==> config.mk <==
export PLATFORM = sky130hd
export DESIGN_NAME = control_state_output
export DESIGN_NICKNAME = d
export VERILOG_FILES = /design/src/rtl/control_state_output.sv
export SDC_FILE = /design/constraint.sdc
export NUM_CORES = 1
export LEC_CHECK = 0
export CORE_MARGIN = 3
export CORE_UTILIZATION = 49
export CTS_BUF_LIST = sky130_fd_sc_hd__clkbuf_8
export CTS_CLUSTER_SIZE = 12
export DETAILED_ROUTE_END_ITERATION = 10
export GPL_ROUTABILITY_DRIVEN = 1
export PLACE_DENSITY_LB_ADDON = 0.3
export SLEW_MARGIN = 10
export SYNTH_ARGS = -nofsm -noshare
export SYNTH_HDL_FRONTEND = slang
export SYNTH_SLANG_ARGS = --single-unit
export TNS_END_PERCENT = 20
==> constraint.sdc <==
create_clock -name CLK -period 2.3 [get_ports CLK]
set_input_delay 0.345 -clock CLK [delete_from_list [all_inputs] [get_ports CLK]]
set_output_delay 0.345 -clock CLK [all_outputs]
set_load 0.01 [all_outputs]
==> src/rtl/control_state_output.sv <==
// State register and control-signal decoder for the multi-cycle CPU control unit.
// Also keeps a sticky halt flag and a count of retired instructions (PCWre pulses).
module control_state_output #(
  parameter int unsigned CNT_W = 32
) (
  input  logic             CLK,
  input  logic             Reset,
  input  logic [2:0]       n_state,
  input  logic [5:0]       Opcode,
  input  logic             zero,
  input  logic             sign,
  output logic [2:0]       cur_state,
  output logic             PCWre,
  output logic             IRWre,
  output logic             InsMemRW,
  output logic             ExtSel,
  output logic [1:0]       RegDst,
  output logic             RegWre,
  output logic             WrRegDSrc,
  output logic             DBDataSrc,
  output logic             ALUSrcA,
  output logic             ALUSrcB,
  output logic [2:0]       ALUOp,
  output logic [1:0]       PCSrc,
  output logic             mRD,
  output logic             mWR,
  output logic             halted,
  output logic [CNT_W-1:0] instr_count
);

  localparam logic [2:0] ST_IF  = 3'b000;
  localparam logic [2:0] ST_ID  = 3'b001;
  localparam logic [2:0] ST_EXE = 3'b010;
  localparam logic [2:0] ST_WB  = 3'b011;
  localparam logic [2:0] ST_MEM = 3'b100;

  localparam logic [5:0] OP_ADD  = 6'b000000;
  localparam logic [5:0] OP_SUB  = 6'b000001;
  localparam logic [5:0] OP_ADDI = 6'b000010;
  localparam logic [5:0] OP_OR   = 6'b010000;
  localparam logic [5:0] OP_AND  = 6'b010001;
  localparam logic [5:0] OP_ORI  = 6'b010010;
  localparam logic [5:0] OP_SLL  = 6'b011000;
  localparam logic [5:0] OP_SLT  = 6'b100110;
  localparam logic [5:0] OP_SLTI = 6'b100111;
  localparam logic [5:0] OP_SW   = 6'b110000;
  localparam logic [5:0] OP_LW   = 6'b110001;
  localparam logic [5:0] OP_BEQ  = 6'b110100;
  localparam logic [5:0] OP_BNE  = 6'b110101;
  localparam logic [5:0] OP_BGTZ = 6'b110110;
  localparam logic [5:0] OP_J    = 6'b111000;
  localparam logic [5:0] OP_JR   = 6'b111001;
  localparam logic [5:0] OP_JAL  = 6'b111010;
  localparam logic [5:0] OP_HALT = 6'b111111;

  logic is_add, is_sub, is_addi, is_or, is_and, is_ori, is_sll, is_slt, is_slti;
  logic is_sw, is_lw, is_beq, is_bne, is_bgtz, is_j, is_jr, is_jal, is_halt;
  logic is_ralu, is_branch, legal_op, legal_st, active, taken, final_st;

  assign is_add  = (Opcode == OP_ADD);
  assign is_sub  = (Opcode == OP_SUB);
  assign is_addi = (Opcode == OP_ADDI);
  assign is_or   = (Opcode == OP_OR);
  assign is_and  = (Opcode == OP_AND);
  assign is_ori  = (Opcode == OP_ORI);
  assign is_sll  = (Opcode == OP_SLL);
  assign is_slt  = (Opcode == OP_SLT);
  assign is_slti = (Opcode == OP_SLTI);
  assign is_sw   = (Opcode == OP_SW);
  assign is_lw   = (Opcode == OP_LW);
  assign is_beq  = (Opcode == OP_BEQ);
  assign is_bne  = (Opcode == OP_BNE);
  assign is_bgtz = (Opcode == OP_BGTZ);
  assign is_j    = (Opcode == OP_J);
  assign is_jr   = (Opcode == OP_JR);
  assign is_jal  = (Opcode == OP_JAL);
  assign is_halt = (Opcode == OP_HALT);

  assign is_ralu   = is_add | is_sub | is_or | is_and | is_sll | is_slt;
  assign is_branch = is_beq | is_bne | is_bgtz;
  assign legal_op  = is_ralu | is_addi | is_ori | is_slti | is_sw | is_lw | is_branch |
                     is_j | is_jr | is_jal | is_halt;
  assign legal_st  = (cur_state <= ST_MEM);
  assign active    = legal_op & legal_st;
  assign taken     = (is_beq & zero) | (is_bne & ~zero) | (is_bgtz & ~zero & ~sign);

  // Last state of each instruction class; PC is written there.
  always_comb begin
    final_st = (cur_state == ST_WB);
    if (is_j | is_jr)   final_st = (cur_state == ST_ID);
    else if (is_branch) final_st = (cur_state == ST_EXE);
    else if (is_sw)     final_st = (cur_state == ST_MEM);
  end

  assign InsMemRW = 1'b1;

  always_comb begin
    PCWre     = 1'b0;
    IRWre     = 1'b0;
    ExtSel    = 1'b0;
    RegDst    = 2'b00;
    RegWre    = 1'b0;
    WrRegDSrc = 1'b0;
    DBDataSrc = 1'b0;
    ALUSrcA   = 1'b0;
    ALUSrcB   = 1'b0;
    ALUOp     = 3'b000;
    PCSrc     = 2'b00;
    mRD       = 1'b0;
    mWR       = 1'b0;
    if (active) begin
      // Write enables are gated by Reset so a mid-instruction reset cannot commit anything.
      PCWre     = Reset & ~halted & ~is_halt & final_st;
      IRWre     = Reset & ~halted & (cur_state == ST_IF);
      RegWre    = Reset & (cur_state == ST_WB) &
                  (is_ralu | is_addi | is_ori | is_slti | is_lw | is_jal);
      mRD       = Reset & (cur_state == ST_MEM) & is_lw;
      mWR       = Reset & (cur_state == ST_MEM) & is_sw;
      ExtSel    = ~is_ori;
      ALUSrcA   = is_sll;
      ALUSrcB   = is_addi | is_ori | is_slti | is_lw | is_sw;
      WrRegDSrc = ~is_jal;
      DBDataSrc = is_lw;
      if (is_ralu)     RegDst = 2'b01;
      else if (is_jal) RegDst = 2'b10;
      if (is_sub | is_branch)   ALUOp = 3'b001;
      else if (is_sll)          ALUOp = 3'b010;
      else if (is_or | is_ori)  ALUOp = 3'b011;
      else if (is_and)          ALUOp = 3'b100;
      else if (is_slt | is_slti) ALUOp = 3'b101;
      if (is_j | is_jal)                      PCSrc = 2'b11;
      else if (is_jr)                         PCSrc = 2'b10;
      else if (taken && cur_state == ST_EXE)  PCSrc = 2'b01;
    end
  end

  always_ff @(posedge CLK or negedge Reset) begin
    if (!Reset) begin
      cur_state   <= ST_IF;
      halted      <= 1'b0;
      instr_count <= '0;
    end else begin
      cur_state <= n_state;
      if (cur_state == ST_ID && is_halt) halted <= 1'b1;
      if (PCWre) instr_count <= instr_count + CNT_W'(1);
    end
  end

endmodule

==> flow_summary.json, run 1 <==
{
  "die_area_sq_mm": 0.005629,
  "cp_num_cells": 9,
  "period_minus_slack_ns": 2.269,
  "num_vias": 2363,
  "die_w_microns": 75.03,
  "power.total_mw": 1.321,
  "fin_nets": 382,
  "dp_cells": 407,
  "yosysTopAreaCellShare_pct": 38.59,
  "fin_worst_skew_ns": 0.008354,
  "clkSinkCount": 36,
  "wl_per_cell_microns": 15.93,
  "area_growth_pct": 51.39,
  "crit_chain": "dlygate4sd2_1, buf_4, a21oi_1, o31a_1, buf_4, buf_4, o221ai_4, inv_1, clkdlybuf4s15_2",
  "rr_worst_depth": 8,
  "cellPowerDensity_mw_per_mm2": 373.7,
  "final_cell_mix": "buf_4, clkdlybuf4s50_1, dfrtp_1, xor2_1, nand2_1",
  "syn_area_sq_mm": 0.002335,
  "p_leak_nw": 1.651,
  "antenna_left": 0,
  "cpMaxStageDelayCell": "dlygate4sd2_1",
  "synthFlopType": "dfrtp_1",
  "cp_max_fo": 5,
  "numCtsBuffers": 5,
  "seq_area_frac_synth_pct": 38.59,
  "clock_latency_ns": 0.29,
  "slew_violations": 0,
  "synth_area_per_cell_sq_um": 9.085,
  "irDropWorstVdd_mv": 0.3867,
  "layout_commonest_cell": "buf_4",
  "arrival_ns": 1.92,
  "crit_type": "primary input to primary output",
  "required_ns": 1.96,
  "endpoint_kind": "primary output",
  "ys_top_cells_by_area": "dfrtp_1, xor2_1, nor4_2",
  "grt_pass1_vias": 2183,
  "nFillCells": 317,
  "pin_count": 67,
  "async_flop_share_pct": 100.0,
  "ctsRootBufferMaster": "clkbuf_8",
  "grt_pass1_wl_microns": 10500,
  "die_h_microns": 75.03,
  "max_stage_delay_ns": 0.31,
  "multi_input_area_sq_mm": 0.001435,
  "drive_gt1_share_pct": 34.42,
  "drc": 0,
  "path_buf_inv": 6,
  "instances_no_fill": 421,
  "initial_core_util_pct": 52.18,
  "finalWeightedCongestion": 0.9482,
  "hold_violations": 0,
  "place_ws_ns": -0.7651,
  "gr-total-overflow": 0,
  "clk_pin_slew_ns": 0.08,
  "dpl.hpwl_microns": 4950,
  "crit_top_cell": "buf_4",
  "setup_ws_ns": 0.03107,
  "grt_usage_pct": 24.30,
  "drt_iter0_drc": 174,
  "coreArea_sq_mm": 0.004474,
  "port_buffers": 65,
  "yosysUniqueCellTypes": 49,
  "first_pass_iters": 4,
  "critPathTopFamily": "buffers and inverters",
  "worst_hold_slack_ns": 0.05060,
  "drv_cap": 0,
  "start_kind": "primary input",
  "wirelength_microns": 6705,
  "std_cell_rows": 24,
  "htree_num_levels": 2,
  "seq_area_sq_um": 903.4,
  "finalCritPeriodShare_pct": 98.65,
  "fmax_ghz": 0.4407,
  "cts_tree": "built",
  "clockBufferDepth": 2,
  "yosysWarnings": 0,
  "synth_nets": 271,
  "via_per_inst": 5.613,
  "setup_viol_count_final": 0,
  "status": "finished, final reports clean",
  "grt_max_degree": 33,
  "antenna_found_initial": 0,
  "synth_area_leader_cell": "dfrtp_1",
  "synth.ff_latch_count": 36,
  "synth_edf_count": 0,
  "min_path_type": "primary input to asynchronous set/reset pin",
  "synthCells": 257,
  "n_antenna_cell": 0,
  "cts-hold-fix-buffers": 0
}
logic make-up after synthesis:
kind of cell / share of synthesized area [%]
AND/OR/NAND/NOR: 34.35
flip-flops: 38.59
XOR/XNOR: 11.63
AO/OA/AOI/OAI: 8.093
buffers and inverters: 5.734
multiplexers: 0.9110
adder cells (fa/ha/maj): 0.5358
other: 0.1606
where the power goes:
part           internal, mW  leakage, nW  total (mW)  switching [mW]
Combinational         0.120         1.14       0.241           0.121
Sequential            0.636        0.463       0.640         0.00465
Clock                 0.211       0.0479       0.439           0.229
metrics by stage:
stage / setup TNS [ns] / util [%] / instance area [sq um]
floorplan: 0 / - / 2335
global placement: -27.69 / 74.55 / 3336
detailed placement: -31.01 / 74.55 / 3336
CTS: -0.003459 / 78.13 / 3496
global route: -0.06225 / 79.00 / 3535
finish: 0 / 79.00 / 3535
Yosys cell counts (2+ instances only):
library cell  count
nor4_4            2
nor2_1           20
and3_1            5
or2_2             3
nor4b_1           3
dfrtp_1          36
nand3_1          16
nand2b_1          5
a31oi_1           3
inv_1            10
clkbuf_1          4
or3_1             3
o22ai_1           5
xor2_1           25
nand2_1          23
buf_6             2
and4_1            2
a21oi_1           6
nand4_1           6
nor4_2           11
nand3b_1          3
buf_1             3
nor3b_1           2
nor3_1           17
a211oi_1          2
nor4_1            5
buf_2             5
buf_4             3
o21ai_0           2
xnor2_1           6
sequential cells by signal, summed over array words and instances (netlist names):
signal / flops
instr_count: 32
halted: 1
cur_state: 3
cell type report:
| type | count | share of cell area, % |
|---|---|---|
| repair buffers | 121 | 28.46 |
| inverters | 10 | 1.062 |
| well taps | 52 | 1.841 |
| flip-flops and latches | 36 | 25.56 |
| clock buffers | 5 | 1.947 |
| multi-input cells | 194 | 40.60 |
| clock inverters | 3 | 0.5310 |
path summary, 6_finish.rpt:
kind / from / endpoint / slack (ns)
hold / removal: Reset / instr_count[27]$_DFFE_PN0P_ / 0.05
setup reg to reg: cur_state[1]$_DFF_PN0_ / instr_count[26]$_DFFE_PN0P_ / 0.10
setup / recovery: Opcode[0] / PCWre / 0.03
min in group CLK: instr_count[31]$_DFFE_PN0P_ / instr_count[31]$_DFFE_PN0P_ / 0.47
hold reg to reg: instr_count[31]$_DFFE_PN0P_ / instr_count[31]$_DFFE_PN0P_ / 0.47
max in group asynchronous: Reset / cur_state[0]$_DFF_PN0_ / 1.93
per-layer routing:
metal	share of wire [%]	GRT usage (%)
met5	0	0
met4	1.0	6.522
met3	4.8	3.872
met2	50	38.01
met1	45	35.02
repair_timing:
action                     in CTS  in global routing
pin swaps                       4                  8
gates resized for setup        97                 19
setup endpoints to repair      49                 39
hold endpoints to repair        0                  0
buffers inserted                0                  7
cloned                          0                  0
Note: power is estimated with default switching activity, not from simulation.
==> run 2: changes to the inputs <==
- CAP_MARGIN: unset -> 20
- CORE_ASPECT_RATIO: unset -> 1.4
- GPL_TIMING_DRIVEN: unset -> 0
==> flow_summary.json, run 2 (synthesized netlist as in run 1, its figures left out) <==
{
  "status": "complete, but fails checks",
  "violations": "negative setup slack",
  "via_per_inst": 5.716,
  "die_h_microns": 87.68,
  "irDropWorstVdd_mv": 0.4309,
  "top_regs": "instr_count x32, cur_state x3, halted x1",
  "std_cell_rows": 29,
  "gr-total-overflow": 0,
  "initial_core_util_pct": 51.07,
  "clk_pin_slew_ns": 0.07,
  "antenna_found_initial": 0,
  "first_pass_iters": 4,
  "tightest_slew_ns": 0.7530,
  "fmax_ghz": 0.4341,
  "drt_iter0_drc": 220,
  "port_buffers": 64,
  "pin_count": 67,
  "min_path_type": "primary input to asynchronous set/reset pin",
  "finalCritPeriodShare_pct": 100.2,
  "instances_no_fill": 408,
  "final_cell_mix": "clkdlybuf4s50_1, dfrtp_1, xor2_1, nand2_1, buf_4",
  "fin_area_sq_mm": 0.003453,
  "arrival_ns": 1.96,
  "layout_commonest_cell": "clkdlybuf4s50_1",
  "clock_latency_ns": 0.29,
  "nFillCells": 330,
  "slew_violations": 0,
  "worst_hold_slack_ns": 0.02558,
  "setup_ws_ns": -0.003838,
  "grt_usage_pct": 25.66,
  "wl_per_cell_microns": 17.20,
  "dpl_cell_area_sq_mm": 0.003075,
  "cts_tree": "built",
  "largest_reg_flops": 32,
  "cellPowerDensity_mw_per_mm2": 368.0,
  "coreArea_sq_mm": 0.004572,
  "start_kind": "primary input",
  "drc": 0,
  "fin_setup_tns_ns": -0.003838,
  "power.total_mw": 1.271,
  "num_vias": 2332,
  "finalWeightedCongestion": 0.9808,
  "rsz0062_at_grt": "yes",
  "dp_cells": 384,
  "die_area_sq_mm": 0.005641,
  "clkSinkCount": 36,
  "top_usage_layer": "met2",
  "grt_util_met1_pct": 29.08,
  "die_w_microns": 64.34,
  "grt_pass1_wl_microns": 11360,
  "place_ws_ns": -1.017,
  "grt_pass1_vias": 2404,
  "drive_gt1_share_pct": 28.90,
  "grtUsageMet2_pct": 47.18,
  "hold_violations": 0,
  "p_leak_nw": 1.595,
  "grt_max_degree": 20,
  "wirelength_microns": 7016,
  "fin_worst_skew_ns": 0.005362,
  "final_util_pct": 75.53,
  "rr_worst_depth": 8,
  "cp_max_fo": 9,
  "ctsRootBufferMaster": "clkbuf_8",
  "required_ns": 1.96,
  "setup_viol_count_final": 1,
  "clockBufferDepth": 2,
  "numCtsBuffers": 5,
  "period_minus_slack_ns": 2.304,
  "antenna_left": 0,
  "regMostFlops": "instr_count",
  "maxSlewHeadroom_pct": 49.64,
  "htree_num_levels": 2,
  "crit_type": "primary input to primary output",
  "area_growth_pct": 47.91,
  "dpl.hpwl_microns": 4578,
  "fin_nets": 360,
  "endpoint_kind": "primary output",
  "n_antenna_cell": 0,
  "grtUsageMet3_pct": 3.979,
  "drv_cap": 0
}
run 2: cell count changes in the layout (fill, tap and decap cells not counted), sizes merged:
| cell | previous run | this run |
|---|---|---|
| buf | 69 | 45 |
| clkinv | 3 | 1 |
| dlygate4sd2 | 1 | 3 |
| clkdlybuf4s15 | 3 | 2 |
| dlygate4sd3 | 0 | 1 |
| inv | 10 | 11 |
run 2: layout make-up:
| type | instances | area, sq um | area share (%) |
|---|---|---|---|
| clock inverter | 2 | 8.758 | 0.2536 |
| sequential | 36 | 904.6 | 26.20 |
| clock buffer | 5 | 68.82 | 1.993 |
| multi-input combinational | 194 | 1478 | 42.79 |
| buffer | 17 | 146.4 | 4.239 |
| inverter | 10 | 37.54 | 1.087 |
| tap | 62 | 77.57 | 2.246 |
| timing repair buffer | 82 | 732.0 | 21.20 |
run 2: repair_timing:
action / in CTS / in global routing
setup endpoints to repair: 49 / 38
setup buffers: 12 / 3
hold buffers: 1 / 0
resized for setup: 117 / 15
gates cloned: 1 / 0
hold endpoints to repair: 17 / 0
pin swaps: 8 / 6
run 2: per-layer routing:
layer	vias to the layer above	routed length [microns]	share of wire [%]
li1	1095	-	-
met1	1116	2739	39
met2	103	3689	53
met3	18	377	5.4
met4	0	210	3.0
met5	-	0	0
run 2: worst max-delay path, cell delays in order:
cell      delay (ns)
buf_4           0.15
or2_4           0.24
or3_4           0.39
o21ai_4         0.08
or2_4           0.16
nor4b_1         0.36
clkbuf_2        0.22
run 2: final timing paths:
path	endpoint	slack, ns	start
max reg2reg	instr_count[29]$_DFFE_PN0P_	0.14	cur_state[0]$_DFF_PN0_
min reg2reg	instr_count[31]$_DFFE_PN0P_	0.47	instr_count[31]$_DFFE_PN0P_
max	IRWre	-0.004	Opcode[1]
max in group asynchronous	cur_state[2]$_DFF_PN0_	1.04	Reset
min in group CLK	instr_count[31]$_DFFE_PN0P_	0.47	instr_count[31]$_DFFE_PN0P_
min	instr_count[30]$_DFFE_PN0P_	0.03	Reset
run 2: power breakdown:
group          leakage [nW]  internal [mW]  switching [mW]  total, mW
clock                0.0452          0.201           0.206      0.407
sequential            0.462          0.636         0.00555      0.642
combinational          1.09          0.100           0.122      0.222
==> run 3: changes to the inputs <==
- CORE_MARGIN: 3 -> unset
==> flow_summary.json, run 3 (synthesized netlist as in run 1, its figures left out) <==
{
  "std_cell_rows": 29,
  "cpMaxStageDelayCell": "o31a_1",
  "start_kind": "primary input",
  "grt_pass1_wl_microns": 10850,
  "hold_violations": 0,
  "clk_pin_slew_ns": 0.07,
  "grt_max_degree": 17,
  "antenna_left": 0,
  "final_cell_mix": "clkdlybuf4s50_1, dfrtp_1, xor2_1, nand2_1, nor2_1",
  "drc": 0,
  "min_path_type": "primary input to asynchronous set/reset pin",
  "wl_per_cell_microns": 16.73,
  "die_h_microns": 83.68,
  "crit_type": "primary input to primary output",
  "violations": "negative setup slack",
  "fin_nets": 357,
  "irDropWorstVdd_mv": 0.4281,
  "setup_viol_count_final": 3,
  "rsz0062_at_grt": "yes",
  "dpl.hpwl_microns": 4603,
  "drv_cap": 0,
  "tightest_slew_ns": 0.7627,
  "wirelength_microns": 6776,
  "period_minus_slack_ns": 2.347,
  "initial_core_util_pct": 51.07,
  "die_w_microns": 60.34,
  "worst_hold_slack_ns": 0.1432,
  "grt_usage_pct": 28.65,
  "clock_latency_ns": 0.28,
  "status": "complete, but fails checks",
  "n_antenna_cell": 0,
  "coreArea_sq_mm": 0.004572,
  "layout_commonest_cell": "clkdlybuf4s50_1",
  "grt_pass1_vias": 2329,
  "crit_chain": "clkdlybuf4s15_2, buf_6, nand3b_1, a21oi_2, o31a_1, or2_4, nand2_4, clkbuf_8, nor2_1, clkdlybuf4s15_1",
  "regToRegSetupSlack_ns": 0.14,
  "slew_violations": 0,
  "antenna_found_initial": 0,
  "p_leak_nw": 1.599,
  "finalWeightedCongestion": 0.9268,
  "cellPowerDensity_mw_per_mm2": 372.3,
  "htree_num_levels": 2,
  "area_growth_pct": 46.36,
  "max_stage_delay_ns": 0.30,
  "regMostFlops": "instr_count",
  "cts_tree": "built",
  "port_buffers": 64,
  "die_area_sq_mm": 0.005049,
  "setup_ws_ns": -0.04726,
  "via_per_inst": 5.654,
  "cp_max_fo": 10,
  "maxSlewHeadroom_pct": 49.15,
  "ctsRootBufferMaster": "clkbuf_8",
  "clkSinkCount": 36,
  "fmax_ghz": 0.4260,
  "final_util_pct": 74.74,
  "top_regs": "instr_count x32, cur_state x3, halted x1",
  "num_vias": 2290,
  "largest_reg_flops": 32,
  "clockBufferDepth": 2,
  "drive_gt1_share_pct": 26.24,
  "arrival_ns": 2.00,
  "numCtsBuffers": 5,
  "required_ns": 1.96,
  "pin_count": 67,
  "finalCritPeriodShare_pct": 102.1,
  "first_pass_iters": 4,
  "fin_worst_skew_ns": 0.002476,
  "drt_iter0_drc": 236,
  "endpoint_kind": "primary output",
  "gr-total-overflow": 0
}
## run 3: changes by cell type in the layout (fill, tap and decap cells not counted), sizes merged
cell           before  now
buf                45   35
clkbuf             11   14
clkdlybuf4s15       2    4
bufbuf              0    1
dlygate4sd3         1    2
## run 3: per-layer routing
| layer | vias up | wire (microns) | GRT usage, % |
|---|---|---|---|
| met5 | - | 0 | 0 |
| met4 | 0 | 199 | 14.38 |
| met3 | 14 | 347 | 4.496 |
| met2 | 102 | 3673 | 49.85 |
| met1 | 1089 | 2554 | 32.22 |
| li1 | 1085 | - | - |
## run 3: per-stage QoR
stage	std cells	setup TNS (ns)	cell area [sq um]	setup WS, ns	power (mW)
2_1_floorplan	257	0	2335	0.08557	0.7379
3_3_place_gp	383	-70.02	3053	-2.118	0.8119
3_5_place_dp	384	-30.36	3068	-0.9999	0.8137
4_1_cts	402	-0.05684	3327	-0.05684	1.265
5_1_grt	405	-0.4360	3417	-0.09399	1.327
6_report	405	-0.09593	3417	-0.04726	1.272
## run 3: path summary, 6_finish.rpt
kind | start | to | depth (start not counted)
max | Opcode[3] | DBDataSrc | 10
min | Reset | instr_count[18]$_DFFE_PN0P_ | 2
max reg2reg | cur_state[1]$_DFF_PN0_ | instr_count[8]$_DFFE_PN0P_ | 8
min reg2reg | instr_count[31]$_DFFE_PN0P_ | instr_count[31]$_DFFE_PN0P_ | 1
max in group asynchronous | Reset | cur_state[2]$_DFF_PN0_ | 3
min in group CLK | instr_count[31]$_DFFE_PN0P_ | instr_count[31]$_DFFE_PN0P_ | 1
## run 3: worst max-delay path, delay by kind of cell
| kind | cells | cell delay [ns] |
|---|---|---|
| AO/OA/AOI/OAI | 2 | 0.36 |
| buffers and inverters | 4 | 0.79 |
| AND/OR/NAND/NOR | 4 | 0.51 |
## run 3: final cells by class
type                    instances  area [sq um]
plain buffers                  17         143.9
flip-flops and latches         36         904.6
clock buffers                   5         68.82
repair buffers                 79         732.0
fillers                       354          1155
well taps                      62         77.57
inverters                      10         37.54
clock inverters                 2         8.758
multi-input cells             194          1444
## run 3: repair_timing
item,4_1_cts,5_1_grt
setup buffers,7,3
pin swaps,3,6
hold buffers,2,0
cloned,2,0
endpoints found under the setup margin,49,30
gates resized for setup,93,23
hold endpoints to repair,7,0
## run 3: report_power, final
group / switching (mW) / internal, mW / total [mW]
Sequential: 0.00527 / 0.636 / 0.641
Combinational: 0.116 / 0.101 / 0.217
Clock: 0.212 / 0.201 / 0.414
Total: 0.334 / 0.939 / 1.27
